`config.mk`:
```
export PLATFORM = sky130hd
export DESIGN_NAME = dist_filter_bcd
export DESIGN_NICKNAME = d
export VERILOG_FILES = /design/src/rtl/dist_filter_bcd.sv
export SDC_FILE = /design/constraint.sdc
export NUM_CORES = 1
export LEC_CHECK = 0
export ABC_AREA = 1
export CORE_MARGIN = 2
export CORE_UTILIZATION = 35
export CTS_CLUSTER_SIZE = 14
export DETAILED_ROUTE_END_ITERATION = 7
export PLACE_DENSITY_LB_ADDON = 0.15
export SLEW_MARGIN = 20
export SYNTH_ARGS = -nofsm -noshare
export SYNTH_HDL_FRONTEND = slang
export SYNTH_SLANG_ARGS = --single-unit
export TNS_END_PERCENT = 50
```
`constraint.sdc`:
```
create_clock -name clk -period 3.8 [get_ports clk]
set_input_delay 0.57 -clock clk [delete_from_list [all_inputs] [get_ports clk]]
set_output_delay 0.57 -clock clk [all_outputs]
set_load 0.03 [all_outputs]
```
`src/rtl/dist_filter_bcd.sv`:
```
// Echo width (us) to cm via restoring divider, moving average, then BCD.
// Optional DIST_ROUND_EN: bias numerator by US_PER_CM/2 for round-half-up.
module dist_filter_bcd #(
  parameter int US_PER_CM = 58,
  parameter int AVG_LOG2  = 2,
  parameter int MAX_CM    = 400
) (
  input  logic        clk,
  input  logic        nrst,
  input  logic        meas_valid,
  input  logic [15:0] meas_us,
  input  logic        meas_ov,
  output logic        busy,
  output logic        dist_valid,
  output logic [9:0]  dist_cm,
  output logic [15:0] bcd,
  output logic        over_range
);

  localparam int DEPTH = 1 << AVG_LOG2;
  localparam int SW    = 10 + AVG_LOG2;

  localparam logic [16:0] DIVC  = 17'(US_PER_CM);
  localparam logic [15:0] MAXQ  = 16'(MAX_CM);
  localparam logic [9:0]  MAXC  = 10'(MAX_CM);
`ifdef DIST_ROUND_EN
  localparam logic [16:0] BIAS  = 17'(US_PER_CM / 2);
`else
  localparam logic [16:0] BIAS  = 17'd0;
`endif

  typedef enum logic [2:0] {
    S_IDLE,
    S_DIV,
    S_AVG,
    S_BCD,
    S_DONE
  } state_t;

  state_t state_q, state_d;

  logic [3:0]  cnt_q, cnt_d;
  logic [15:0] num_q, num_d;
  logic [15:0] rem_q, rem_d;
  logic [15:0] quo_q, quo_d;
  logic        ov_q, ov_d;
  logic        clp_q, clp_d;

  logic [DEPTH-1:0][9:0] buf_q, buf_d;
  logic [AVG_LOG2-1:0]   ptr_q, ptr_d;
  logic [SW-1:0]         sum_q, sum_d;
  logic                  primed_q, primed_d;

  logic [9:0]  avg_q, avg_d;
  logic [9:0]  bin_q, bin_d;
  logic [15:0] dd_q, dd_d;

  logic [9:0]  cm_q, cm_d;
  logic [15:0] bcd_q, bcd_d;
  logic        ovr_q, ovr_d;

  logic [16:0] num_in;
  logic [16:0] trial;
  logic        take;
  logic        clamp;
  logic [9:0]  sample;
  logic [SW-1:0] sum_upd;
  logic [15:0] dd_adj;
  logic [15:0] dd_shift;

  function automatic logic [15:0] dd_fix(input logic [15:0] v);
    logic [15:0] r;
    r = v;
    for (int i = 0; i < 4; i++) begin
      if (r[4*i +: 4] >= 4'd5) r[4*i +: 4] = r[4*i +: 4] + 4'd3;
    end
    return r;
  endfunction

  assign num_in   = {1'b0, meas_us} + BIAS;
  assign trial    = {rem_q, num_q[15]};
  assign take     = (trial >= DIVC);
  assign clamp    = ov_q || (quo_q > MAXQ);
  assign sample   = clamp ? MAXC : quo_q[9:0];
  assign sum_upd  = sum_q - SW'(buf_q[ptr_q]) + SW'(sample);
  assign dd_adj   = dd_fix(dd_q);
  assign dd_shift = 16'({dd_adj, bin_q[9]});

  assign busy       = (state_q == S_DIV) || (state_q == S_AVG) ||
                      (state_q == S_BCD);
  assign dist_valid = (state_q == S_DONE);
  assign dist_cm    = cm_q;
  assign bcd        = bcd_q;
  assign over_range = ovr_q;

  // Sequencer: capture, divide, average, convert, publish.
  always_comb begin
    state_d = state_q;
    case (state_q)
      S_IDLE:  if (meas_valid) state_d = S_DIV;
      S_DIV:   if (cnt_q == 4'd15) state_d = S_AVG;
      S_AVG:   state_d = S_BCD;
      S_BCD:   if (cnt_q == 4'd9) state_d = S_DONE;
      S_DONE:  state_d = S_IDLE;
      default: state_d = S_IDLE;
    endcase
  end

  // Datapath next-state for each phase.
  always_comb begin
    cnt_d    = cnt_q;
    num_d    = num_q;
    rem_d    = rem_q;
    quo_d    = quo_q;
    ov_d     = ov_q;
    clp_d    = clp_q;
    buf_d    = buf_q;
    ptr_d    = ptr_q;
    sum_d    = sum_q;
    primed_d = primed_q;
    avg_d    = avg_q;
    bin_d    = bin_q;
    dd_d     = dd_q;
    cm_d     = cm_q;
    bcd_d    = bcd_q;
    ovr_d    = ovr_q;
    case (state_q)
      S_IDLE: begin
        if (meas_valid) begin
          // Bit 16 of the numerator seeds the remainder: with a divisor
          // above 1 its quotient bit is always zero, so 16 steps suffice.
          num_d = num_in[15:0];
          rem_d = {15'd0, num_in[16]};
          quo_d = 16'd0;
          ov_d  = meas_ov;
          cnt_d = 4'd0;
        end
      end
      S_DIV: begin
        rem_d = 16'(take ? (trial - DIVC) : trial);
        quo_d = {quo_q[14:0], take};
        num_d = {num_q[14:0], 1'b0};
        cnt_d = cnt_q + 4'd1;
      end
      S_AVG: begin
        clp_d = clamp;
        if (!primed_q) begin
          buf_d    = {DEPTH{sample}};
          sum_d    = SW'(sample) << AVG_LOG2;
          primed_d = 1'b1;
        end else begin
          buf_d[ptr_q] = sample;
          sum_d        = sum_upd;
          ptr_d        = ptr_q + AVG_LOG2'(1);
        end
        avg_d = sum_d[SW-1:AVG_LOG2];
        bin_d = sum_d[SW-1:AVG_LOG2];
        dd_d  = 16'd0;
        cnt_d = 4'd0;
      end
      S_BCD: begin
        dd_d  = dd_shift;
        bin_d = {bin_q[8:0], 1'b0};
        cnt_d = cnt_q + 4'd1;
        if (cnt_q == 4'd9) begin
          cm_d  = avg_q;
          bcd_d = dd_shift;
          ovr_d = clp_q;
          cnt_d = 4'd0;
        end
      end
      default: ;
    endcase
  end

  // FSM state register.
  always_ff @(posedge clk or negedge nrst) begin
    if (!nrst) state_q <= S_IDLE;
    else       state_q <= state_d;
  end

  // Datapath, average buffer and output registers.
  always_ff @(posedge clk or negedge nrst) begin
    if (!nrst) begin
      cnt_q    <= '0;
      num_q    <= '0;
      rem_q    <= '0;
      quo_q    <= '0;
      ov_q     <= 1'b0;
      clp_q    <= 1'b0;
      buf_q    <= '0;
      ptr_q    <= '0;
      sum_q    <= '0;
      primed_q <= 1'b0;
      avg_q    <= '0;
      bin_q    <= '0;
      dd_q     <= '0;
      cm_q     <= '0;
      bcd_q    <= '0;
      ovr_q    <= 1'b0;
    end else begin
      cnt_q    <= cnt_d;
      num_q    <= num_d;
      rem_q    <= rem_d;
      quo_q    <= quo_d;
      ov_q     <= ov_d;
      clp_q    <= clp_d;
      buf_q    <= buf_d;
      ptr_q    <= ptr_d;
      sum_q    <= sum_d;
      primed_q <= primed_d;
      avg_q    <= avg_d;
      bin_q    <= bin_d;
      dd_q     <= dd_d;
      cm_q     <= cm_d;
      bcd_q    <= bcd_d;
      ovr_q    <= ovr_d;
    end
  end

endmodule

```
==> results of run 1 <==
==> worst reg2reg max path, cell delays in order, from the launching register on <==
cell     delay [ns]
dfrtp_1        0.38
nor2_1         0.10
nand3_1        0.12
nor2_4         0.20
nand2_1        0.16
inv_2          0.13
nand2_1        0.15
fa_1           0.51
inv_1          0.07
fa_1           0.49
nand2_1        0.12
nand3_1        0.14
nand3_1        0.11
nand2_1        0.07
nand2_1        0.06
nand2_1        0.04
o21ai_0        0.21
nand2_1        0.07
==> routing by layer <==
metal | GRT usage [%] | wire length, microns | vias up
met4 | 4.464 | 243 | 0
li1 | - | - | 3503
met2 | 26.20 | 9178 | 112
met5 | 0 | 0 | -
met3 | 3.390 | 630 | 19
met1 | 23.10 | 10040 | 3218
==> layout make-up <==
| cell class | instances | area (sq um) |
|---|---|---|
| multi-input cells | 707 | 3780 |
| clock inverters | 14 | 183.9 |
| fillers | 2432 | 14260 |
| well taps | 324 | 405.4 |
| clock buffers | 18 | 429.2 |
| repair buffers | 56 | 554.3 |
| flip-flops and latches | 165 | 4129 |
| inverters | 154 | 579.3 |
==> logic make-up after synthesis <==
family          share of synthesized area [%]
compound gates                          12.75
fa+ha+maj                               6.193
buf+inv                                 8.959
xor+xnor                                1.815
other cells                           0.04317
flops                                   47.53
simple gates                            22.71
==> flip-flops by register name (all words and copies together) (netlist names), 10 cells and up <==
register,count
buf_q,40
bcd,16
dd_q,16
num_q,16
quo_q,16
rem_q,16
sum_q,12
bin_q,10
dist_cm,10
==> synthesized netlist by cell type (15+ instances only) <==
cell type  instances
o21ai_1           18
inv_1            144
o21ai_0           88
ha_1              27
o22ai_1           57
a21oi_1           18
nor2_1            95
xor2_1            15
nand4_1           19
nand3_1           50
dfrtp_1          165
nand2_1          264
==> worst max-delay path by stage <==
stage                                 startpoint                   end  depth (start not counted)
after global routing       quo_q[13]$_DFFE_PN0P_  sum_q[8]$_DFFE_PN0N_                         17
after CTS                 state_q[2]$_DFFE_PN0P_                  busy                          9
after floorplan            quo_q[13]$_DFFE_PN0P_  bin_q[6]$_DFFE_PN0P_                         17
after global placement     quo_q[13]$_DFFE_PN0P_  bin_q[6]$_DFFE_PN0P_                         18
after detailed placement   quo_q[13]$_DFFE_PN0P_  sum_q[8]$_DFFE_PN0N_                         17
final                     state_q[2]$_DFFE_PN0P_                  busy                          9
==> metrics by stage <==
stage	worst slack [ns]	area [sq um]	util, %	hold WS, ns
detailed placement	0.5881	9448	38.85	0.4516
global placement	0.5935	9448	38.85	0.4463
CTS	0.4858	10060	41.37	0.2062
global route	0.2636	10060	41.37	0.2384
floorplan	0.9726	8687	-	0.2744
finish	0.5317	10060	41.37	0.1848
==> flow_metrics.tcl, run 1 <==
set metrics [dict create \
    ys_ff_latch 165 \
    rr_startpoint "quo_q[13]$_DFFE_PN0P_" \
    post-cts-setup-buffers 0 \
    post_synth.cell_area_avg_sq_um 8.195 \
    cts.htree.levels 4 \
    slowest_stage "clkdlybuf4s50_1" \
    synth_edf_count 0 \
    drive_above_1_share_pct 7.540 \
    crit_chain "inv_2 > nand2_4 > nor2_1 > buf_4 > inv_1 > nand2_1 > inv_1 > nand2_1 > clkdlybuf4s50_1" \
    die_w_microns 161.5 \
    die_h_microns 161.5 \
    dp_hpwl_microns 14000 \
    syn_area_sq_um 8687 \
    cp_top_family "buffers and inverters" \
    async_flop_share_pct 100.0 \
    critPathBufInv 5 \
    syn_inst 1060 \
    die_area_sq_um 26100 \
    synth_area_leaders "dfrtp_1 (48%), nand2_1 (11%), inv_1 (6.2%), o21ai_0 (5.1%), nor2_1 (4.1%)" \
    grt_pass1_vias 6858 \
    max_slew.worst_pin.slew_ns 0.8250 \
    routed-via-count 6852 \
    cpPeakStageDelay_ns 0.67 \
    grt_overflow 0 \
    ys_seq_area_share_pct 47.53 \
    drc 0 \
    critPathMaxFanout 20 \
    numCtsBuffers 17 \
    cts_hold_buf 0 \
    antenna_found_initial 0 \
    yosysTopAreaCellShare_pct 47.53 \
    synth.distinct_cells 37 \
    status "completed" \
    fin_nets 1158 \
    rsz0062_at_grt "no" \
    first_pass_iters 5 \
    grt_pass1_wl_microns 34820 \
    grt_use_total_pct 16.54 \
    min_period_ns 3.268 \
    slew_headroom_pct 44.99 \
    port_buffers 48 \
    dpl.cell_count 1406 \
    fin_setup_tns_ns 0 \
    fin_skew_ns 0.009814 \
    end_kind "primary output" \
    ys_warn_count 0 \
    clk_latency_ns 0.43 \
    cts_tree "done" \
    cts.sink_count 165 \
    max_cap_viol_count 0 \
    yosysTopAreaCell "dfrtp_1" \
    diodes 0 \
    viasPerCell 4.765 \
    cts_buffer_depth 2 \
    setup_viol 0 \
    cts_root_buf "clkbuf_16" \
    pin_count 49 \
    wl_per_cell_microns 13.97 \
    areaGrowthSynthToFinish_pct 15.81 \
    grt_start_max_net_pins 77 \
    rows 57 \
    final_common_cell "nand2_1" \
    reg2reg_setup_slack_ns 0.57 \
    min_period_over_period_pct 86.01 \
    ant_nets 0 \
    worstSetupPathType "flip-flop to primary output" \
    critPathLaunchType "flip-flop" \
    initial_core_util_pct 35.72 \
    path_clk_slew_ns 0.07 \
    fp.coreArea_sq_um 24320 \
    cts_resized 0 \
    max_freq_mhz 306.0 \
    hold_class "primary input to async pin" \
    synth-main-ff-cell "dfrtp_1" \
    worstPathRequired_ns 3.23 \
    hold_violations 0 \
    critPathArrivalTime_ns 2.70 \
    final_cell_mix "nand2_1 (264), dfrtp_1 (165), inv_1 (144), nor2_1 (95), o21ai_0 (88)" \
    routed_wl_microns 20090 \
    synthesis.nets 1117 \
    worstRegToRegCells 17 \
    drv_slew 0 \
    gp_congestion 0.8751 \
    final_cells 1438 \
    regToRegEndpoint "sum_q[8]$_DFFE_PN0N_" \
    drt_iter0_drc 436 \
]
Power of run 1 is not shown: default switching activity piles up to over one toggle a cycle in this logic, so the estimate is an artifact.
==> run 2, diff against run 1 <==
- clock period: 3.8 -> 2.65 ns (I/O delays scaled with it)
==> flow_metrics.tcl, run 2 (synthesis results as in run 1) <==
set metrics [dict create \
    status "complete, but fails checks" \
    violations "setup timing" \
    cts_buffer_depth 2 \
    path_clk_slew_ns 0.07 \
    critPathMaxFanout 4 \
    grt_overflow 0 \
    rows 57 \
    port_buffers 48 \
    routed_wl_microns 21120 \
    grt_pass1_vias 7087 \
    fillers 2362 \
    max_slew.worst_pin.slew_ns 0.6723 \
    min_from "bcd[11]$_DFFE_PN0P_" \
    max_cap_viol_count 0 \
    min_period_over_period_pct 103.0 \
    grt_pass1_wl_microns 35590 \
    worstSetupPathType "flip-flop to flip-flop" \
    die_w_microns 161.5 \
    cts.sink_count 165 \
    first_pass_iters 7 \
    cp-startpoint "quo_q[14]$_DFFE_PN0P_" \
    rr_startpoint "quo_q[14]$_DFFE_PN0P_" \
    grt_start_max_net_pins 59 \
    cts_tree "done" \
    utilization_pct 45.54 \
    setup_viol 17 \
    diodes 0 \
    worstRegToRegCells 15 \
    pin_count 49 \
    fp.coreArea_sq_um 24320 \
    end_kind "flip-flop" \
    numCtsBuffers 17 \
    fin_ws_ns -0.07927 \
    initial_core_util_pct 35.72 \
    hold_class "flip-flop to flip-flop" \
    gp_congestion 0.8512 \
    hold_violations 0 \
    cts.htree.levels 4 \
    final_common_cell "nand2_1" \
    viasPerCell 4.730 \
    rsz0062_at_grt "yes" \
    drt_iter0_drc 303 \
    ant_nets 0 \
    fin_skew_ns 0.01350 \
    drc 0 \
    worstPathRequired_ns 2.96 \
    critPathLaunchType "flip-flop" \
    final_cell_mix "nand2_1 (245), dfrtp_1 (165), inv_1 (138), nor2_1 (85), buf_4 (83)" \
    critPathArrivalTime_ns 3.04 \
    drv_slew 0 \
    clk_latency_ns 0.43 \
    top_register "buf_q" \
    min_period_ns 2.729 \
    antenna_found_initial 0 \
    dp_hpwl_microns 15030 \
    routed-via-count 7176 \
    areaGrowthSynthToFinish_pct 27.48 \
    fin_nets 1238 \
    wl_per_cell_microns 13.92 \
    slew_headroom_pct 55.13 \
    drive_above_1_share_pct 19.53 \
    cts_root_buf "clkbuf_16" \
    largest_register_ffs 40 \
    die_area_sq_um 26100 \
    hold_depth 2 \
    max_freq_mhz 366.4 \
    grt_use_total_pct 16.92 \
    die_h_microns 161.5 \
]
==> run 2: worst max-delay path: stages, from the launching register on <==
cell and delay [ns]:
dfrtp_1 0.38, nor2_1 0.11, nand3_1 0.12, nor2_4 0.19, buf_4 0.15, nand3_4 0.08, fa_1 0.49, inv_1 0.06
ha_4 0.31, nand2_2 0.09, nor2_2 0.17, nand3_2 0.12, nand4_1 0.11, nand3_1 0.07, nand2_1 0.10, nand2_1 0.05
==> run 2: stage by stage <==
step | instance area (sq um) | setup TNS, ns | hold slack [ns] | setup slack, ns | cells
after floorplan | 8701 | 0 | 0.1019 | 0.02703 | 1060
after global placement | 9998 | -3.196 | 0.4289 | -0.2460 | 1473
after detailed placement | 9998 | -3.432 | 0.4268 | -0.2672 | 1473
after CTS | 10840 | -0.7317 | 0.4759 | -0.07862 | 1509
after global routing | 11070 | -4.244 | 0.4949 | -0.2651 | 1517
final | 11070 | -0.8454 | 0.4680 | -0.07927 | 1517
==> run 2: layer usage <==
| layer | up-vias | track usage [%] | part of all wire, % |
|---|---|---|---|
| met5 | - | 0 | 0 |
| met4 | 0 | 4.180 | 0.83 |
| met3 | 10 | 3.005 | 2.4 |
| met2 | 84 | 28.07 | 48 |
| met1 | 3406 | 23.01 | 49 |
| li1 | 3676 | - | - |
==> run 2: final cells by class <==
cell class	instances	area (sq um)	share of cell area, %
multi-input combinational	707	4153	37.50
sequential	165	4129	37.28
timing repair buffer	136	1196	10.80
inverter	154	584.3	5.276
clock buffer	18	439.2	3.966
tap	324	405.4	3.661
clock inverter	13	167.7	1.514
==> run 2: worst paths after layout <==
| path | endpoint | slack [ns] |
|---|---|---|
| max | bin_q[7]$_DFFE_PN0P_ | -0.08 |
| min | bcd[11]$_DFFE_PN0P_ | 0.47 |
| max reg2reg | bin_q[7]$_DFFE_PN0P_ | -0.08 |
| min reg2reg | bcd[11]$_DFFE_PN0P_ | 0.47 |
| max in group asynchronous | bcd[4]$_DFFE_PN0P_ | 1.45 |
| min in group asynchronous | rem_q[1]$_DFFE_PN0P_ | 0.50 |
==> run 2: timing repair <==
action                                 CTS  global route
hold buffers                             1             0
endpoints found under the hold margin   54             0
buffers inserted                         4             8
pin swaps                               12            17
gates resized for setup                 41            47
setup endpoints to repair               20            20
Power of run 2 is left out for the same reason.
==> run 3, diff against run 2 <==
- CAP_MARGIN: unset -> 20
- GPL_TIMING_DRIVEN: unset -> 1
- SKIP_CTS_REPAIR_TIMING: unset -> 1
==> flow_metrics.tcl, run 3 (synthesis results as in run 1) <==
set metrics [dict create \
    cts_buffer_depth 2 \
    gp_congestion 0.8512 \
    grt_start_max_net_pins 59 \
    grt_pass1_wl_microns 35290 \
    whs_ns 0.4680 \
    grt_pass1_vias 7001 \
    wl_met1_microns 10280 \
    final_common_cell "nand2_1" \
    critPathArrivalTime_ns 3.03 \
    cts_tree "done" \
    fin_nets 1232 \
    port_buffers 48 \
    areaGrowthSynthToFinish_pct 27.31 \
    pin_count 49 \
    fin_skew_ns 0.01070 \
    pre_cts_ws_ns -0.2672 \
    worstPathRequired_ns 2.95 \
    first_pass_iters 5 \
    violations "setup timing" \
    reg2reg_setup_slack_ns -0.08 \
    numCtsBuffers 17 \
    die_w_microns 161.5 \
    rsz0062_at_grt "yes" \
    die_h_microns 161.5 \
    drt_iter0_drc 323 \
    grt_overflow 0 \
    die_area_sq_um 26100 \
    routed_wl_microns 21210 \
    grt_use_total_pct 16.81 \
    drc 0 \
    largest_register_ffs 40 \
    cts.sink_count 165 \
    worstRegToRegCells 17 \
    antenna_found_initial 0 \
    routed-via-count 7188 \
    clk_latency_ns 0.42 \
    fin_setup_tns_ns -0.8160 \
    drv_slew 0 \
    status "complete, but fails checks" \
    slew_headroom_pct 55.08 \
    hold_violations 0 \
    max_slew.worst_pin.slew_ns 0.6730 \
    min_period_over_period_pct 102.9 \
    rows 57 \
    utilization_pct 45.48 \
    cp-startpoint "quo_q[12]$_DFFE_PN0P_" \
    path_clk_slew_ns 0.07 \
    ant_nets 0 \
    diodes 0 \
    wl_met3_microns 583 \
    critPathMaxFanout 6 \
    min_period_ns 2.726 \
    cts.htree.levels 4 \
    critPathLaunchType "flip-flop" \
    fillers 2370 \
    fin_ws_ns -0.07580 \
    top_layer_used "met4" \
    top_register "buf_q" \
    fp.coreArea_sq_um 24320 \
    wl_per_cell_microns 14.04 \
    crit_end "bin_q[2]$_DFFE_PN0P_" \
    dr_wl_met2_microns 10130 \
    setup_viol 20 \
    dp_hpwl_microns 15030 \
    rr_startpoint "quo_q[12]$_DFFE_PN0P_" \
    max_cap_viol_count 0 \
    drive_above_1_share_pct 19.46 \
    worstSetupPathType "flip-flop to flip-flop" \
    regToRegEndpoint "bin_q[2]$_DFFE_PN0P_" \
    end_kind "flip-flop" \
    cts_root_buf "clkbuf_16" \
    hold_class "flip-flop to flip-flop" \
    initial_core_util_pct 35.72 \
    viasPerCell 4.757 \
    final_cell_mix "nand2_1 (239), dfrtp_1 (165), inv_1 (137), nor2_1 (86), o21ai_0 (80)" \
    max_freq_mhz 366.9 \
]
## run 3: changes by cell type in the layout (fill, tap and decap cells not counted), sizes merged
cell / delta
buf: -6
clkinvlp: +1
inv: -1
## run 3: layout make-up
type	instances	area (sq um)	area share, %
Tap cell	324	405.4	3.666
Timing Repair Buffer	130	1155	10.44
Inverter	154	585.6	5.295
Clock buffer	18	439.2	3.971
Multi-Input combinational cell	707	4178	37.78
Clock inverter	13	167.7	1.516
Sequential cell	165	4129	37.33
## run 3: per-stage QoR
step                      instances  area, sq um
final                          1511        11060
after global routing           1511        11060
after CTS                      1504        10610
after detailed placement       1473         9998
after global placement         1473         9998
after floorplan                1060         8701
## run 3: routing by layer
metal	global-route usage [%]	vias to the layer above
li1	-	3659
met1	22.98	3419
met2	27.58	98
met3	3.005	12
met4	4.464	0
met5	0	-
## run 3: worst max-delay path, cell delays in order (launching register included)
cell	delay, ns
dfrtp_1	0.38
nor2_1	0.10
nand3_1	0.12
nor2_4	0.19
nand2_4	0.10
inv_4	0.09
nand2_2	0.07
ha_1	0.28
inv_2	0.05
ha_4	0.16
fa_2	0.39
nand2_2	0.12
nand3_4	0.09
buf_6	0.13
a21oi_2	0.10
nor2_1	0.05
nand2_1	0.09
nand3b_1	0.08
## run 3: how the worst min path moves through the flow
stage / end / cells past startpoint / startpoint
3_3_place_gp: rem_q[3]$_DFFE_PN0P_ / 1 / nrst
4_1_cts: rem_q[15]$_DFFE_PN0P_ / 1 / nrst
3_5_place_dp: rem_q[3]$_DFFE_PN0P_ / 1 / nrst
6_report: bcd[11]$_DFFE_PN0P_ / 2 / bcd[11]$_DFFE_PN0P_
2_1_floorplan: bcd[0]$_DFFE_PN0P_ / 0 / nrst
5_1_grt: bcd[4]$_DFFE_PN0P_ / 2 / bcd[4]$_DFFE_PN0P_
Power of run 3 is left out for the same reason.
